File: config.mk
export PLATFORM = sky130hd
export DESIGN_NAME = seg_scan_driver
export DESIGN_NICKNAME = d
export VERILOG_FILES = /design/src/rtl/seg_pkg.sv /design/src/rtl/seg_bcd_iter.sv /design/src/rtl/seg_scan_driver.sv
export SDC_FILE = /design/constraint.sdc
export NUM_CORES = 1
export LEC_CHECK = 0
export ABC_AREA = 0
export BUFFER_PORTS_ARGS = -buffer_cell sky130_fd_sc_hd__buf_2
export CAP_MARGIN = 20
export CORE_ASPECT_RATIO = 0.5
export CORE_MARGIN = 10
export CORE_UTILIZATION = 52
export DETAILED_ROUTE_END_ITERATION = 8
export GPL_ROUTABILITY_DRIVEN = 0
export PLACE_DENSITY = 0.75
export SYNTH_ARGS = -nofsm -noshare
export SYNTH_HDL_FRONTEND = slang
export SYNTH_SLANG_ARGS = --single-unit
File: constraint.sdc
create_clock -name clk -period 5.3 [get_ports clk]
set_clock_uncertainty 0.15 [all_clocks]
set_input_delay 1.59 -clock clk [delete_from_list [all_inputs] [get_ports clk]]
set_output_delay 1.59 -clock clk [all_outputs]
set_load 0.02 [all_outputs]
File: src/rtl/seg_pkg.sv
// Shared constants, FSM state type and helpers for the seven-segment scan driver.
// Segment patterns are {a,b,c,d,e,f,g}, active-high.
package seg_pkg;

  localparam logic [6:0] SEG_0     = 7'b1111110;
  localparam logic [6:0] SEG_1     = 7'b0110000;
  localparam logic [6:0] SEG_2     = 7'b1101101;
  localparam logic [6:0] SEG_3     = 7'b1111001;
  localparam logic [6:0] SEG_4     = 7'b0110011;
  localparam logic [6:0] SEG_5     = 7'b1011011;
  localparam logic [6:0] SEG_6     = 7'b1011111;
  localparam logic [6:0] SEG_7     = 7'b1110000;
  localparam logic [6:0] SEG_8     = 7'b1111111;
  localparam logic [6:0] SEG_9     = 7'b1111011;
  localparam logic [6:0] SEG_DASH  = 7'b0000001;
  localparam logic [6:0] SEG_BLANK = 7'b0000000;

  typedef enum logic [1:0] {
    ST_IDLE    = 2'd0,
    ST_CONVERT = 2'd1,
    ST_COMMIT  = 2'd2
  } state_e;

  function automatic logic [6:0] digit_to_seg(input logic [3:0] d);
    case (d)
      4'd0:    return SEG_0;
      4'd1:    return SEG_1;
      4'd2:    return SEG_2;
      4'd3:    return SEG_3;
      4'd4:    return SEG_4;
      4'd5:    return SEG_5;
      4'd6:    return SEG_6;
      4'd7:    return SEG_7;
      4'd8:    return SEG_8;
      4'd9:    return SEG_9;
      default: return SEG_BLANK;
    endcase
  endfunction

  // Decimal digits needed to hold 2^w - 1; sizes the internal BCD register.
  function automatic int bcd_digits(input int w);
    longint unsigned m;
    int n;
    m = (64'd1 << w) - 64'd1;
    n = 1;
    while (m >= 64'd10) begin
      m = m / 64'd10;
      n = n + 1;
    end
    return n;
  endfunction

endpackage

File: src/rtl/seg_bcd_iter.sv
// Iterative double-dabble (shift-add-3) binary to BCD converter, one bit per clock.
// done_o flags the cycle whose edge performs the final iteration.
module seg_bcd_iter #(
  parameter int VALUE_W    = 7,
  parameter int BCD_DIGITS = 3,
  parameter int OUT_DIGITS = 2
) (
  input  logic                    clk,
  input  logic                    rst,
  input  logic                    start_i,
  input  logic [VALUE_W-1:0]      value_i,
  output logic                    busy_o,
  output logic                    done_o,
  output logic [4*OUT_DIGITS-1:0] bcd_o
);

  localparam int BCD_W = 4 * BCD_DIGITS;
  localparam int CNT_W = $clog2(VALUE_W + 1);

  logic [BCD_W-1:0]   bcd_q, bcd_d, adj;
  logic [VALUE_W-1:0] bin_q, bin_d;
  logic [CNT_W-1:0]   cnt_q, cnt_d;
  logic               busy_q, busy_d;

  assign done_o = busy_q && (cnt_q == CNT_W'(VALUE_W - 1));
  assign busy_o = busy_q;
  assign bcd_o  = bcd_q[4*OUT_DIGITS-1:0];

  always_comb begin
    bcd_d  = bcd_q;
    bin_d  = bin_q;
    cnt_d  = cnt_q;
    busy_d = busy_q;
    adj    = bcd_q;
    for (int i = 0; i < BCD_DIGITS; i++) begin
      if (adj[4*i +: 4] >= 4'd5) adj[4*i +: 4] = adj[4*i +: 4] + 4'd3;
    end
    if (start_i) begin
      bcd_d  = '0;
      bin_d  = value_i;
      cnt_d  = '0;
      busy_d = 1'b1;
    end else if (busy_q) begin
      {bcd_d, bin_d} = {adj, bin_q} << 1;
      cnt_d          = cnt_q + CNT_W'(1);
      if (done_o) busy_d = 1'b0;
    end
  end

  always_ff @(posedge clk or posedge rst) begin
    if (rst) begin
      bcd_q  <= '0;
      bin_q  <= '0;
      cnt_q  <= '0;
      busy_q <= 1'b0;
    end else begin
      bcd_q  <= bcd_d;
      bin_q  <= bin_d;
      cnt_q  <= cnt_d;
      busy_q <= busy_d;
    end
  end

endmodule

File: src/rtl/seg_scan_driver.sv
// Time-multiplexed N-digit seven-segment driver: handshake, BCD conversion, display register,
// scan, leading-zero blanking and overflow dashes. Define SEG_BLINK_EN to enable blinking.
module seg_scan_driver
  import seg_pkg::*;
#(
  parameter int NUM_DIGITS = 2,
  parameter int VALUE_W    = 7,
  parameter int SCAN_DIV   = 1000,
  parameter int BLINK_DIV  = 250
) (
  input  logic                  clk,
  input  logic                  rst,
  input  logic                  in_valid,
  output logic                  in_ready,
  input  logic [VALUE_W-1:0]    value,
  input  logic                  blank_lz,
  input  logic                  blink,
  output logic [6:0]            seg,
  output logic [NUM_DIGITS-1:0] dig_en
);

  localparam int NEED_DIGITS = bcd_digits(VALUE_W);
  localparam int INT_DIGITS  = (NUM_DIGITS > NEED_DIGITS) ? NUM_DIGITS : NEED_DIGITS;
  localparam int DISP_W      = 4 * NUM_DIGITS;
  localparam int PRESC_W     = $clog2(SCAN_DIV);
  localparam int IDX_W       = (NUM_DIGITS > 1) ? $clog2(NUM_DIGITS) : 1;
  localparam longint unsigned MAX_DISP = longint'(10 ** NUM_DIGITS) - 64'd1;

  state_e                state_q, state_d;
  logic                  ovf_q, ovf_d, blz_q, blz_d;
  logic [DISP_W-1:0]     disp_bcd_q, disp_bcd_d;
  logic                  disp_ovf_q, disp_ovf_d, disp_blz_q, disp_blz_d;
  logic                  disp_valid_q, disp_valid_d;
  logic [PRESC_W-1:0]    presc_q, presc_d;
  logic [IDX_W-1:0]      idx_q, idx_d;
  logic [6:0]            seg_q, seg_d;
  logic [NUM_DIGITS-1:0] dig_en_q, dig_en_d;
  logic                  accept, eng_busy, eng_done, presc_wrap, frame_wrap, blink_mask;
  logic [DISP_W-1:0]     eng_bcd;
  logic [3:0]            cur_digit;
  logic                  upper_zero;

  assign in_ready   = (state_q == ST_IDLE) && !eng_busy;
  assign accept     = in_valid && in_ready;
  assign presc_wrap = (presc_q == PRESC_W'(SCAN_DIV - 1));
  assign frame_wrap = presc_wrap && (idx_q == IDX_W'(NUM_DIGITS - 1));
  assign seg        = seg_q;
  assign dig_en     = dig_en_q;

  seg_bcd_iter #(
    .VALUE_W   (VALUE_W),
    .BCD_DIGITS(INT_DIGITS),
    .OUT_DIGITS(NUM_DIGITS)
  ) u_bcd (
    .clk    (clk),
    .rst    (rst),
    .start_i(accept),
    .value_i(value),
    .busy_o (eng_busy),
    .done_o (eng_done),
    .bcd_o  (eng_bcd)
  );

`ifdef SEG_BLINK_EN
  localparam int BCNT_W = (BLINK_DIV > 1) ? $clog2(BLINK_DIV) : 1;
  logic [BCNT_W-1:0] bcnt_q, bcnt_d;
  logic              boff_q, boff_d;

  // Phase toggles every BLINK_DIV full scan frames; dropping blink snaps back to the on phase.
  always_comb begin
    bcnt_d = bcnt_q;
    boff_d = boff_q;
    if (!blink) begin
      bcnt_d = '0;
      boff_d = 1'b0;
    end else if (frame_wrap) begin
      if (bcnt_q == BCNT_W'(BLINK_DIV - 1)) begin
        bcnt_d = '0;
        boff_d = ~boff_q;
      end else begin
        bcnt_d = bcnt_q + BCNT_W'(1);
      end
    end
  end

  always_ff @(posedge clk or posedge rst) begin
    if (rst) begin
      bcnt_q <= '0;
      boff_q <= 1'b0;
    end else begin
      bcnt_q <= bcnt_d;
      boff_q <= boff_d;
    end
  end

  assign blink_mask = blink && boff_d;
`else
  logic unused_blink;
  assign unused_blink = blink ^ (BLINK_DIV > 0);
  assign blink_mask   = 1'b0;
`endif

  always_comb begin
    state_d      = state_q;
    ovf_d        = ovf_q;
    blz_d        = blz_q;
    disp_bcd_d   = disp_bcd_q;
    disp_ovf_d   = disp_ovf_q;
    disp_blz_d   = disp_blz_q;
    disp_valid_d = disp_valid_q;
    case (state_q)
      ST_IDLE: begin
        if (accept) begin
          ovf_d   = (64'(value) > MAX_DISP);
          blz_d   = blank_lz;
          state_d = ST_CONVERT;
        end
      end
      ST_CONVERT: begin
        if (eng_done) state_d = ST_COMMIT;
      end
      ST_COMMIT: begin
        disp_bcd_d   = eng_bcd;
        disp_ovf_d   = ovf_q;
        disp_blz_d   = blz_q;
        disp_valid_d = 1'b1;
        state_d      = ST_IDLE;
      end
      default: state_d = ST_IDLE;
    endcase
  end

  // Outputs are computed from next-state index and display so seg and dig_en move together.
  always_comb begin
    presc_d    = presc_wrap ? '0 : presc_q + PRESC_W'(1);
    idx_d      = idx_q;
    if (presc_wrap) idx_d = (idx_q == IDX_W'(NUM_DIGITS - 1)) ? '0 : idx_q + IDX_W'(1);
    cur_digit  = '0;
    upper_zero = 1'b0;
    for (int i = 0; i < NUM_DIGITS; i++) begin
      if (idx_d == IDX_W'(i)) begin
        cur_digit  = disp_bcd_d[4*i +: 4];
        upper_zero = (i > 0);
        for (int j = i; j < NUM_DIGITS; j++) begin
          if (disp_bcd_d[4*j +: 4] != 4'd0) upper_zero = 1'b0;
        end
      end
    end
    if (!disp_valid_d)                   seg_d = SEG_BLANK;
    else if (disp_ovf_d)                 seg_d = SEG_DASH;
    else if (disp_blz_d && upper_zero)   seg_d = SEG_BLANK;
    else                                 seg_d = digit_to_seg(cur_digit);
    if (blink_mask) seg_d = SEG_BLANK;
    dig_en_d = disp_valid_d ? (NUM_DIGITS'(1) << idx_d) : '0;
  end

  always_ff @(posedge clk or posedge rst) begin
    if (rst) begin
      state_q      <= ST_IDLE;
      ovf_q        <= 1'b0;
      blz_q        <= 1'b0;
      disp_bcd_q   <= '0;
      disp_ovf_q   <= 1'b0;
      disp_blz_q   <= 1'b0;
      disp_valid_q <= 1'b0;
      presc_q      <= '0;
      idx_q        <= '0;
      seg_q        <= SEG_BLANK;
      dig_en_q     <= '0;
    end else begin
      state_q      <= state_d;
      ovf_q        <= ovf_d;
      blz_q        <= blz_d;
      disp_bcd_q   <= disp_bcd_d;
      disp_ovf_q   <= disp_ovf_d;
      disp_blz_q   <= disp_blz_d;
      disp_valid_q <= disp_valid_d;
      presc_q      <= presc_d;
      idx_q        <= idx_d;
      seg_q        <= seg_d;
      dig_en_q     <= dig_en_d;
    end
  end

endmodule

# Word-level counts from Yosys, hierarchy flattened
# Memory sizes are Yosys's and may differ from the RTL's.
# Cells that the tools add are included.
# word_totals
reg_bits	58
ramBits	0
romBits	112
input_bits	12
elab_cells	72
mem_count	1
output_inout_bits	10
latch_bits	0
# memory_table
name	words	word_bits	rd	rd_ports_with_merged_regs	write_ports	line	rtl
(name not given)	16	7	1	0	0	seg_pkg.sv:25	case (d)
# classes
multipliers	0
add_sub_neg	6
n_eq_ne	6
bitwise_logic	0
n_div	0
shift	1
n_lt_le_gt_ge	4
n_reduce_logical	10
mux	29
# op_table
cell	n
$mux 7	5
$mux 12	2
$ge 4x3->1 const B	3
$mux 4	3
$add 10x1->10 const B	1
$eq 10x10->1 const B	1
$mux 1	10
$mux 10	1
$mux 3	3
$add 4x2->4 const B	2
$mux 8	1
$gt 7x7->1 const B	1
$mux 2	3
$logic_and 1x1->1	4
$ne 2x2->1 const B	2
$pmux 2 s2	1
$reduce_and 2->1	2
$reduce_bool 4->1	1
$add 3x1->3 const B	1
$add 3x2->3 const B	1
$eq 3x3->1 const B	1
$eq 2x1->1 const B	1
$eq 2x2->1 const B	1
$logic_not 2->1	1
other kinds (4)	4

# Logic depth before layout (Yosys ltp)
# Gate-level depths: netlist of the first run.
# depth
depth_word	9
depth_mapped	13
ltp_nobuf	12

# Cells and area by module
# A second synthesis of the first run with hierarchy kept.
# unflattened
hier_cells	263
hier_area_um2	2756.4
# by_module_without_submodules
module	seq_area_each_um2	n_inst	cells_each	area_per_inst_um2
seg_scan_driver	875.8	1	161	1716.6
seg_bcd_iter	475.5	1	102	1039.7

# Least setup slack after synthesis of the first run
# Ideal clock, no wire load.
# synth_path
path_kind	reg-to-reg
start	register presc_q[0]
end	register seg_q[2], in the netlist seg[2]
period_less_slack_ns	2.967
setup_ns	0.137
slack_ns	2.333
n_path_buf	1
path_stages_with_launch	14
arrival_time_ns	2.680
t_required_ns	5.013
path_cell_list	dfrtp_1 > ha_1 > nand4b_1 > or4_4 > and2_1 > buf_4 > inv_4 > mux2i_2 > inv_1 > ha_1 > a21oi_1 > a21oi_1 > a221oi_1 > a211oi_1
# synth_between
elab_chain_cells	7
word_cells_on_any_way	9
cone_classes	eq/ne (1); mux (6); reduce/logical (1); memory (1)
# synth_lines
element	line	rtl
from (decl)	seg_scan_driver.sv:34	logic [PRESC_W-1:0] presc_q, presc_d;
from (signal assigned)	seg_scan_driver.sv:178	presc_q <= presc_d;
$eq 10x10->1 *	seg_scan_driver.sv:45	assign presc_wrap = (presc_q == PRESC_W'(SCAN_DIV - 1));
$mux 1 *	seg_scan_driver.sv:137	if (presc_wrap) idx_d = (idx_q == IDX_W'(NUM_DIGITS - 1)) ? '0 : idx_q + IDX_W'(1);
named net idx_d	seg_scan_driver.sv:35	logic [IDX_W-1:0] idx_q, idx_d;
$mux 4 / $mux 1 (equally long branches)	seg_scan_driver.sv:141	if (idx_d == IDX_W'(i)) begin
$mem_v2 16x7 / $logic_and 1x1->1 (equally long branches)	-	
$mux 7 *	seg_scan_driver.sv:151	else if (disp_blz_d && upper_zero) seg_d = SEG_BLANK;
$mux 7 *	seg_scan_driver.sv:150	else if (disp_ovf_d) seg_d = SEG_DASH;
$mux 7 *	seg_scan_driver.sv:149	if (!disp_valid_d) seg_d = SEG_BLANK;
named net seg_d[2]	seg_scan_driver.sv:36	logic [6:0] seg_q, seg_d;
to (signal assigned)	seg_scan_driver.sv:180	seg_q <= seg_d;
to (decl)	seg_scan_driver.sv:36	
# Mark *: on every way through the listed nets, which the timed path passes. The rest lies on a longest branch.
# A chain may end at the register's enable or synchronous reset.

# Final worst setup path of the first run
# layout_path
start	register u_bcd.busy_q, in the netlist u_bcd.busy_o
end	output port in_ready
# layout_between
elab_chain_cells	2
# layout_lines
element	line	rtl
from (decl)	seg_bcd_iter.sv:23	logic busy_q, busy_d;
from (signal assigned)	seg_bcd_iter.sv:60	busy_q <= busy_d;
$logic_not 1->1	seg_scan_driver.sv:43	assign in_ready = (state_q == ST_IDLE) && !eng_busy;
$logic_and 1x1->1	seg_scan_driver.sv:43	
to (decl)	seg_scan_driver.sv:14	output logic in_ready,
# Every way passes these cells.

==> results of run 1 <==
==> worst paths after layout <==
check	startpoint	end	slack (ns)	cells past startpoint
max in group asynchronous	rst	u_bcd.bcd_q[0]$_DFFE_PP0P_	3.27	3
setup / recovery	u_bcd.busy_o$_DFF_PP0_	in_ready	1.83	2
hold / removal	presc_q[0]$_DFF_PP0_	presc_q[0]$_DFF_PP0_	0.33	1
setup reg to reg	presc_q[0]$_DFF_PP0_	seg[2]$_DFF_PP0_	1.95	12
min in group asynchronous	rst	presc_q[1]$_DFF_PP0_	1.27	3
hold reg to reg	presc_q[0]$_DFF_PP0_	presc_q[0]$_DFF_PP0_	0.33	1
==> registers in the layout (all words and copies together), names as in the netlist <==
register,flops
blz_q,1
dig_en,2
disp_bcd_q,8
disp_blz_q,1
disp_ovf_q,1
disp_valid_q,1
idx_q,1
ovf_q,1
presc_q,10
seg,7
state_q,2
u_bcd.bcd_q,8
u_bcd.bin_q,7
u_bcd.busy_o,1
u_bcd.cnt_q,3
==> cell families (layout without fill, tap and decap cells) <==
family	count (synthesis)	after routing
simple gates	109	109
fa+ha+maj	12	12
mux	11	11
flops	54	54
compound gates	60	60
buf+inv	31	52
xor+xnor	10	10
==> through the flow <==
stage,hold WS [ns],cells
floorplan,0.2954,287
detailed placement,0.3133,370
global route,0.3634,378
finish,0.3335,378
CTS,0.3358,378
global placement,0.3139,370
==> layout by cell type (no fill, tap or decap), types with 7 or more instances in the layout <==
cell and n:
nand3_1 8, nand2_1 47, mux2i_1 7, ha_1 12, nor2_1 22, buf_2 20, inv_1 20, a21oi_1 13
o21ai_0 16, dfrtp_1 54, o31ai_1 7
==> worst reg2reg max path: cells and delay by family (launching register included) <==
family | cells | cell delay (ns)
AOI/OAI and AO/OA | 5 | 1.08
DFF | 1 | 0.40
buffers and inverters | 2 | 0.22
adders and majority gates | 2 | 0.45
muxes | 1 | 0.35
and+or+nand+nor | 2 | 0.57
==> routing by layer <==
metal / routed length [um] / GRT usage [%]
met1: 2655 / 17.03
met2: 2411 / 19.62
met3: 306 / 4.613
met4: 86 / 4.365
met5: 0 / 0
==> power by group <==
| part | total [mW] | switching [mW] | leakage (nW) | internal, mW |
|---|---|---|---|---|
| sequential | 0.684 | 0.134 | 0.684 | 0.551 |
| clock | 0.244 | 0.139 | 0.0472 | 0.105 |
| combinational | 0.621 | 0.359 | 0.708 | 0.262 |
| total | 1.55 | 0.632 | 1.44 | 0.918 |
==> cell type report <==
type / count / area (sq um) / area share (%)
multi-input combinational: 202 / 1287 / 42.61
clock inverter: 2 / 12.51 / 0.4141
clock buffer: 6 / 82.58 / 2.733
tap: 70 / 87.58 / 2.899
inverter: 22 / 85.08 / 2.816
timing repair buffer: 22 / 115.1 / 3.810
sequential: 54 / 1351 / 44.72
==> run metrics, run 1 <==
outcome finished clean; RSZ-0062 raised after global routing false; number of fill cells in the layout 445; # IOs 22; Final Util 59.90%; Mapped Area 2770 sq um; area leader, netlist dfrtp_1; top cells by area, synth dfrtp_1 (49%), nand2_1 (6.4%), ha_1 (5.4%), nor2_1 (3.0%), o21ai_0 (2.9%); antenna violations before repair 0; Yosys top cell area share 48.78%; detailed-route vias per instance 5.442; root buf cell clkbuf_8; worst-path fanout max 31; max_cap viols 0; Pwr Total 1.550 mW; Synth Area in Adders under 10%; Max H-tree Level 2; EDFF count, synth 0; Num CTS Buffers 5; PortBufs 20; Setup-failing EPs final 0; largest net degree at the start of global routing 55; drc violations 0; crit path kind register to output port; global-route wire length before repair 9321 um; number of DRC markers in iteration 0 between 100 and 150; Die Footprint 8824 sq um; Max Slew Vio Count 0; Design Area, Final 3022 sq um; Total Wirelength 5459 um; CP bufs+invs 1; Netlist cell types between 50 and 60; setup_tns 0 ns; Arrival @ worst endpoint between 1.5 and 2 ns; Via Count 2057; drt pass-1 iters 4; post-CTS sizing 0; Setup WS pre-CTS 1.973 ns; most numerous cell in the Yosys netlist dfrtp_1; Die H roughly 72 um; num rows 18; antenna-violating nets left 0; largest family of logic cells by synthesized area simple AND/OR/NAND/NOR gates; number of global-route vias before repair 2037; list of most frequent post-synthesis cells dfrtp_1 (54), nand2_1 (47), nor2_1 (22), inv_1 (21), o21ai_0 (16); Worst-Margin Slew 0.9212 ns; maximum vdd ir drop 0.2592 mV; Synth Flop Type dfrtp_1; HP Class register to register; PwrDens around 500 nW/um^2; core area 5045 sq um; diodes inserted 0; number of synthesized register bits 54; Nets between 300 and 400; ys async rst share 100.0%; Die W 123.2 um; Avg Synthesized Cell Area 9.652 sq um; CTS Hold Bufs 0; post-synthesis share of cell area spent on xor and xnor gates 3.162%; routed len/inst about 14 um; Leakage 1.439 nW; fin crit period 3.472 ns; Placed Area 2927 sq um; Critical Path Sink Type output port; CP startpoint kind register; mux contribution to synthesized area under 10%; CTS clk-pin slew, worst paths roughly 0.10 ns; Max clock buf depth 2; Post-Syn Nets 311; layout cells sized above 1 14.29%; CP required 3.56 ns; initial core utilization 54.91%; setup bufs post-CTS 0; CTS Sinks between 50 and 60; Congestion Overflow GR 0; Slowest-stage cell, CP dfrtp_1; CP Cell Sequence nor3_1, buf_2; synth warn 0; Synth Area in Compound Gates 14.27%; Slew HR 38.59%; Max Freq 288.0 MHz; Synth Area in Simple Gates about a fifth; setup slack after layout 1.828 ns; CTS tree yes; Layout Area Growth over Synthesis 9.079%; Fin. Hold Viols 0; Worst-Skew Late Latency 0.32 ns; peak per-stage delay on the critical path 0.73 ns; cell count after synthesis about 290; GRT Overall Usage 13.02%; critical path's top delay family flip-flops; crit share post-route 65.51%; sequential area share after synthesis between 40% and 50%; placed wire-length estimate between 3000 and 4000 um
Power figures use the tool's default switching activity.
==> run 2: changes to the inputs <==
--- a/config.mk
+++ b/config.mk
@@ -5,7 +5,7 @@
 export SDC_FILE = /design/constraint.sdc
 export NUM_CORES = 1
 export LEC_CHECK = 0
-export ABC_AREA = 0
+export ABC_AREA = 1
 export BUFFER_PORTS_ARGS = -buffer_cell sky130_fd_sc_hd__buf_2
 export CAP_MARGIN = 20
 export CORE_ASPECT_RATIO = 0.5
@@ -13,7 +13,7 @@
 export CORE_UTILIZATION = 52
 export DETAILED_ROUTE_END_ITERATION = 8
 export GPL_ROUTABILITY_DRIVEN = 0
-export PLACE_DENSITY = 0.75
+export PLACE_DENSITY = 0.78
 export SYNTH_ARGS = -nofsm -noshare
 export SYNTH_HDL_FRONTEND = slang
 export SYNTH_SLANG_ARGS = --single-unit
==> constraint.sdc (replaced) <==
create_clock -name clk -period 2.8 [get_ports clk]
set_clock_uncertainty 0.15 [all_clocks]
set_input_delay 0.84 -clock clk [delete_from_list [all_inputs] [get_ports clk]]
set_output_delay 0.84 -clock clk [all_outputs]
set_load 0.02 [all_outputs]
==> run metrics, run 2 <==
outcome finished clean; Largest Register presc_q; Max H-tree Level 2 (unchanged); Leakage 1.621 nW (+13%); Worst-Skew Late Latency 0.30 ns (-0.02 ns); Congestion Overflow GR 0 (unchanged); CTS Sinks 54 (unchanged); max_cap viols 0 (unchanged); Total Wirelength 4860 um (-11%); synth warn 0 (unchanged); RSZ-0062 raised after global routing false; number of global-route vias before repair 1963 (-3.6%); CTS Hold Bufs 0 (unchanged); Hold Crit Start presc_q[0]$_DFF_PP0_; Max clock buf depth 2 (unchanged); setup_tns 0 ns (unchanged); worst hold slack 0.3344 ns (+0.0008690 ns); EDFF count, synth 0 (unchanged); PwrDens 442.6 nW/um^2 (-14%); Die Footprint 8481 sq um (-3.9%); PortBufs 20 (unchanged); Die H 70.31 um (-1.8%); detailed-route vias per instance 5.057 (-7.1%); Synth Flop Type dfrtp_1; max reg flops 10 (unchanged); leading cell type in the layout, fill and taps excluded dfrtp_1; Layout Area Growth over Synthesis 11.12%; Avg Synthesized Cell Area 9.078 sq um (-6.0%); CTS clk-pin slew, worst paths 0.09 ns (about the same); Die W 120.6 um (-2.1%); Mapped Area 2633 sq um (-5.0%); worst r2r src presc_q[0]$_DFF_PP0_; Slowest-stage cell, CP dfrtp_1; Slew HR 64.67% (+26 points); root buf cell clkbuf_8; top cells by area, synth dfrtp_1 (51%), nand2_1 (6.6%), ha_1 (5.7%), inv_1 (5.3%), nor2_1 (3.3%); layout cells sized above 1 21.77% (+7.5 points); area leader, netlist dfrtp_1; global-route wire length before repair 8611 um (-7.6%); post-CTS sizing 0 (unchanged); antenna-violating nets left 0 (unchanged); Max Freq 405.4 MHz; Setup-failing EPs final 0 (unchanged); Max Slew Vio Count 0 (unchanged); num rows 18 (unchanged); GRT Overall Usage 11.97% (-1.1 points); crit path launch presc_q[0]$_DFF_PP0_; CP required 2.85 ns (-0.71 ns); ys async rst share 100.0% (unchanged); Via Count 1957 (-4.9%); number of DRC markers in iteration 0 149 (+22%); Num CTS Buffers 5 (unchanged); setup bufs post-CTS 0 (unchanged); list of most frequent post-synthesis cells dfrtp_1 (54), nand2_1 (46), inv_1 (37), nor2_1 (23), o21ai_0 (17); crit-path most repeated cell nor2_1; crit path kind register to register; placed wire-length estimate 3675 um (-5.6%); # IOs 22 (unchanged); Post-Syn Nets 314 (+0.96%); largest net degree at the start of global routing 24 (-56%); maximum vdd ir drop 0.2636 mV (+1.7%); Arrival @ worst endpoint 2.52 ns (+0.79 ns); routed len/inst 12.56 um (-13%); diodes inserted 0 (unchanged); Yosys top cell area share 51.33% (+2.6 points); commonest non-fill, non-tap cells in the layout dfrtp_1 (54), nand2_1 (46), inv_1 (36); sequential area share after synthesis 51.33% (+2.6 points); CP Cell Sequence ha_1, nand2_1, nor2_4, nand2_2, nand2_4, nand2_4, nor2_1, a21oi_2, inv_1, ha_1, inv_1, nor2_1, nor2_1, nor2_2; core area 4910 sq um (-2.7%); top flop regs presc_q x10, disp_bcd_q x8, u_bcd.bcd_q x8; drt pass-1 iters 4 (unchanged); peak per-stage delay on the critical path 0.41 ns (-0.32 ns); initial core utilization 53.62% (-1.3 points); worst-path fanout max 8 (-74%); CP startpoint kind register; fin crit period approximately 2.5 ns; Fin. Hold Viols 0 (unchanged); HP Class register to register; Critical Path Sink Type register; antenna violations before repair 0 (unchanged); CTS tree yes; number of synthesized register bits 54 (unchanged); most numerous cell in the Yosys netlist dfrtp_1; cell count after synthesis 290 (+1.0%); crit share post-route 88.09%; Netlist cell types 38 (-25%); Worst-Margin Slew 0.5299 ns (-0.3913 ns); drc violations 0 (unchanged); R2R setup slack 0.33 ns (-1.62 ns); Nets 340 (+2.7%)
[run 2: changes by cell type after synthesis, moves of 7 or more]
cell and delta:
a21oi_1 -7, nand3_1 +7, nand2_2 +9, mux2i_1 -7, o21ai_1 +9, inv_2 +7, inv_1 +16
[run 2: critical path: cells and delay by family, from the launching register on]
kind / cells / cell delay, ns
fa+ha+maj: 2 / 0.56
buf+inv: 2 / 0.19
flops: 1 / 0.41
compound gates: 1 / 0.19
simple gates: 9 / 0.87
[run 2: logic make-up after synthesis]
logic type | count (synthesis) | synth area share (%)
buffers and inverters | 49 | 7.366
AND/OR/NAND/NOR | 124 | 23.53
XOR/XNOR | 4 | 1.331
flip-flops | 54 | 51.33
AO/OA/AOI/OAI | 47 | 10.74
adder cells (fa/ha/maj) | 12 | 5.703
[run 2: power breakdown]
group          internal, mW  total (mW)  switching (mW)
combinational       0.00712      0.0249          0.0178
sequential            0.779       0.779               0
clock                 0.250       0.491           0.241
total                  1.04        1.29           0.258
[run 2: path summary, 6_finish.rpt]
path	endpoint	depth (start not counted)
worst max-delay path	seg[3]$_DFF_PP0_	14
worst min-delay path	presc_q[0]$_DFF_PP0_	1
worst max register to register	seg[3]$_DFF_PP0_	14
worst min register to register	presc_q[0]$_DFF_PP0_	1
max in group asynchronous	u_bcd.bin_q[5]$_DFFE_PP0P_	3
min in group asynchronous	presc_q[1]$_DFF_PP0_	2
[run 2: layout make-up]
type	count	area (sq um)
flip-flops and latches	54	1351
well taps	70	87.58
inverters	46	173.9
multi-input cells	187	1087
clock buffers	8	110.1
fillers	422	1984
repair buffers	22	115.1
[run 2: layer usage]
metal  global-route usage, %  vias up  wire [um]
li1                        -      979          -
met5                       0        -          0
met4                   4.388        0         51
met3                   4.571        9        300
met2                   19.37       46       2187
met1                   14.14      923       2321
[run 2: through the flow]
step                      instance area [sq um]  power [mW]  std cells  utilization, %  setup WS, ns
after global placement                     2815      0.8204        379           57.34        0.4632
after floorplan                            2633      0.8068        290               -        0.4954
after CTS                                  2925       1.303        387           59.58        0.3121
after global routing                       2925       1.342        387           59.58        0.1174
final                                      2925       1.295        387           59.58        0.3335
after detailed placement                   2815      0.8207        379           57.34        0.3228
==> run 3: changes to the inputs <==
--- a/config.mk
+++ b/config.mk
@@ -14,6 +14,8 @@
 export DETAILED_ROUTE_END_ITERATION = 8
 export GPL_ROUTABILITY_DRIVEN = 0
 export PLACE_DENSITY = 0.78
+export RECOVER_POWER = 25
+export SKIP_LAST_GASP = 1
 export SYNTH_ARGS = -nofsm -noshare
 export SYNTH_HDL_FRONTEND = slang
 export SYNTH_SLANG_ARGS = --single-unit
==> run metrics, run 3 (same netlist as run 2, synthesis figures left out) <==
CP required 2.85 ns (about the same); placed wire-length estimate 3675 um (unchanged); GR Util met3 4.571% (unchanged); routed len/inst 12.56 um (about the same); Layout Area Growth over Synthesis 10.84%; Power Internal 1.036 mW (about the same); Nets 340 (unchanged); # IOs 22 (unchanged); max reg flops 10 (unchanged); number of global-route vias before repair 1963 (unchanged); Die H 70.31 um (unchanged); initial core utilization 53.62% (unchanged); Max H-tree Level 2 (unchanged); antenna violations before repair 0 (unchanged); Critical Path Sink Type register; CTS tree yes; drc violations 0 (unchanged); num rows 18 (unchanged); worst-path fanout max 17 (+9); peak per-stage delay on the critical path 0.39 ns (-0.02 ns); crit path kind register to register; crit-path most repeated cell inv_1; Placed Area 2815 sq um (unchanged); post-CTS sizing 0 (unchanged); outcome finished clean; Max clock buf depth 2 (unchanged); largest net degree at the start of global routing 24 (unchanged); commonest non-fill, non-tap cells in the layout dfrtp_1 (54), nand2_1 (47), inv_1 (38); Slowest-stage cell, CP dfrtp_1; core area 4910 sq um (unchanged); Design Area, Final 2918 sq um (-0.26%); root buf cell clkbuf_8; CP bufs+invs 4 (+2); antenna-violating nets left 0 (unchanged); RSZ-0062 raised after global routing false; HP Class register to register; Switch Pwr 0.2580 mW (-0.15%); worst hold slack 0.3339 ns (-0.0004940 ns); setup slack after layout 0.3311 ns (-0.002389 ns); Slew HR 44.25% (-20 points); top flop regs presc_q x10, disp_bcd_q x8, u_bcd.bcd_q x8; CTS Hold Bufs 0 (unchanged); met1 usage 14.14% (unchanged); Die Footprint 8481 sq um (unchanged); Num CTS Buffers 5 (unchanged); Setup WS pre-CTS 0.3228 ns (unchanged); PortBufs 20 (unchanged); placed cells 379 (unchanged); Clk pwr share 37.9% (about the same); Logic pwr share 1.9% (about the same); drt pass-1 iters 4 (unchanged); CTS clk-pin slew, worst paths 0.09 ns (about the same); Final Util 59.43% (-0.15 points); detailed-route vias per instance 5.049 (-0.15%); crit share post-route 88.18% (about the same); GR peak layer met2; Pwr Total 1.294 mW (about the same); Leakage 1.607 nW (-0.87%); number of DRC markers in iteration 0 147 (-1.3%); CTS Sinks 54 (unchanged); Max Slew Vio Count 0 (unchanged); R2R setup slack 0.33 ns (about the same); Flop pwr share 60.2% (about the same); Total Wirelength 4862 um (about the same); Worst-Margin Slew 0.8354 ns (+0.3054 ns); Congestion Overflow GR 0 (unchanged); global-route wire length before repair 8611 um (unchanged); number of fill cells in the layout 423 (+0.24%); Max Freq 405.0 MHz (about the same); diodes inserted 0 (unchanged); Arrival @ worst endpoint 2.52 ns (about the same); leading cell type in the layout, fill and taps excluded dfrtp_1; max_cap viols 0 (unchanged); Finished Layout Cells 387 (unchanged); Die W 120.6 um (unchanged); WP depth 12 (-2); Min-Delay Path Depth 1 (unchanged); maximum vdd ir drop 0.2629 mV (-0.24%); Via Count 1954 (-0.15%); fin crit period 2.469 ns (+0.002389 ns); critical path's top delay family simple AND/OR/NAND/NOR gates; PwrDens 443.5 nW/um^2 (+0.22%); GRT Overall Usage 11.97% (unchanged); Net Sw Frac 19.93% (-0.023 points); Largest Register presc_q; layout cells sized above 1 20.82% (-0.95 points); R2R depth 12 (-2); met2 usage 19.37% (unchanged); CP Cell Sequence inv_1, nand2_1, inv_2, or2_2, o21ai_0, a21oi_2, inv_1, ha_1, inv_1, nor2_1, nor2_1, nor2_2; CP startpoint kind register; setup_tns 0 ns (unchanged); Worst-Skew Late Latency 0.30 ns (about the same); Setup-failing EPs final 0 (unchanged); setup bufs post-CTS 0 (unchanged); Fin. Hold Viols 0 (unchanged)
[run 3: cell counts in the layout (fill, tap and decap cells not counted)]
Identical to the previous run, type by type.
[run 3: area by class of cell]
class / instances / area (sq um) / share of cell area, %
Clock buffer: 8 / 110.1 / 3.774
Inverter: 46 / 173.9 / 5.961
Multi-Input combinational cell: 187 / 1080 / 37.01
Sequential cell: 54 / 1351 / 46.31
Tap cell: 70 / 87.58 / 3.002
Timing Repair Buffer: 22 / 115.1 / 3.945
[run 3: final timing paths]
| check | startpoint | end |
|---|---|---|
| worst max register to register | state_q[0]$_DFFE_PP0P_ | seg[3]$_DFF_PP0_ |
| max in group asynchronous | rst | u_bcd.bin_q[5]$_DFFE_PP0P_ |
| worst min register to register | presc_q[0]$_DFF_PP0_ | presc_q[0]$_DFF_PP0_ |
| min in group asynchronous | rst | presc_q[1]$_DFF_PP0_ |
| worst max-delay path | state_q[0]$_DFFE_PP0P_ | seg[3]$_DFF_PP0_ |
| worst min-delay path | presc_q[0]$_DFF_PP0_ | presc_q[0]$_DFF_PP0_ |
[run 3: worst reg2reg max path, stage by stage (launching register included)]
cell and delay (ns):
dfrtp_1 0.39, inv_1 0.08, nand2_1 0.31, inv_2 0.20, or2_2 0.12, o21ai_0 0.13
a21oi_2 0.25, inv_1 0.12, ha_1 0.32, inv_1 0.07, nor2_1 0.06, nor2_1 0.13
nor2_2 0.04
[run 3: power groups by stage]
stage | Clock (mW) | Sequential [mW] | Combinational, mW
6_report | 0.490 | 0.779 | 0.0247
4_1_cts | 0.498 | 0.779 | 0.0262
5_1_grt | 0.533 | 0.779 | 0.0294
2_1_floorplan | 0 | 0.795 | 0.0121
3_3_place_gp | 0 | 0.795 | 0.0257
3_5_place_dp | 0 | 0.795 | 0.0261
[run 3: layer usage]
layer / up-vias / routed length, um
met5: - / 0
met1: 919 / 2316
met3: 9 / 309
li1: 977 / -
met2: 49 / 2184
met4: 0 / 51
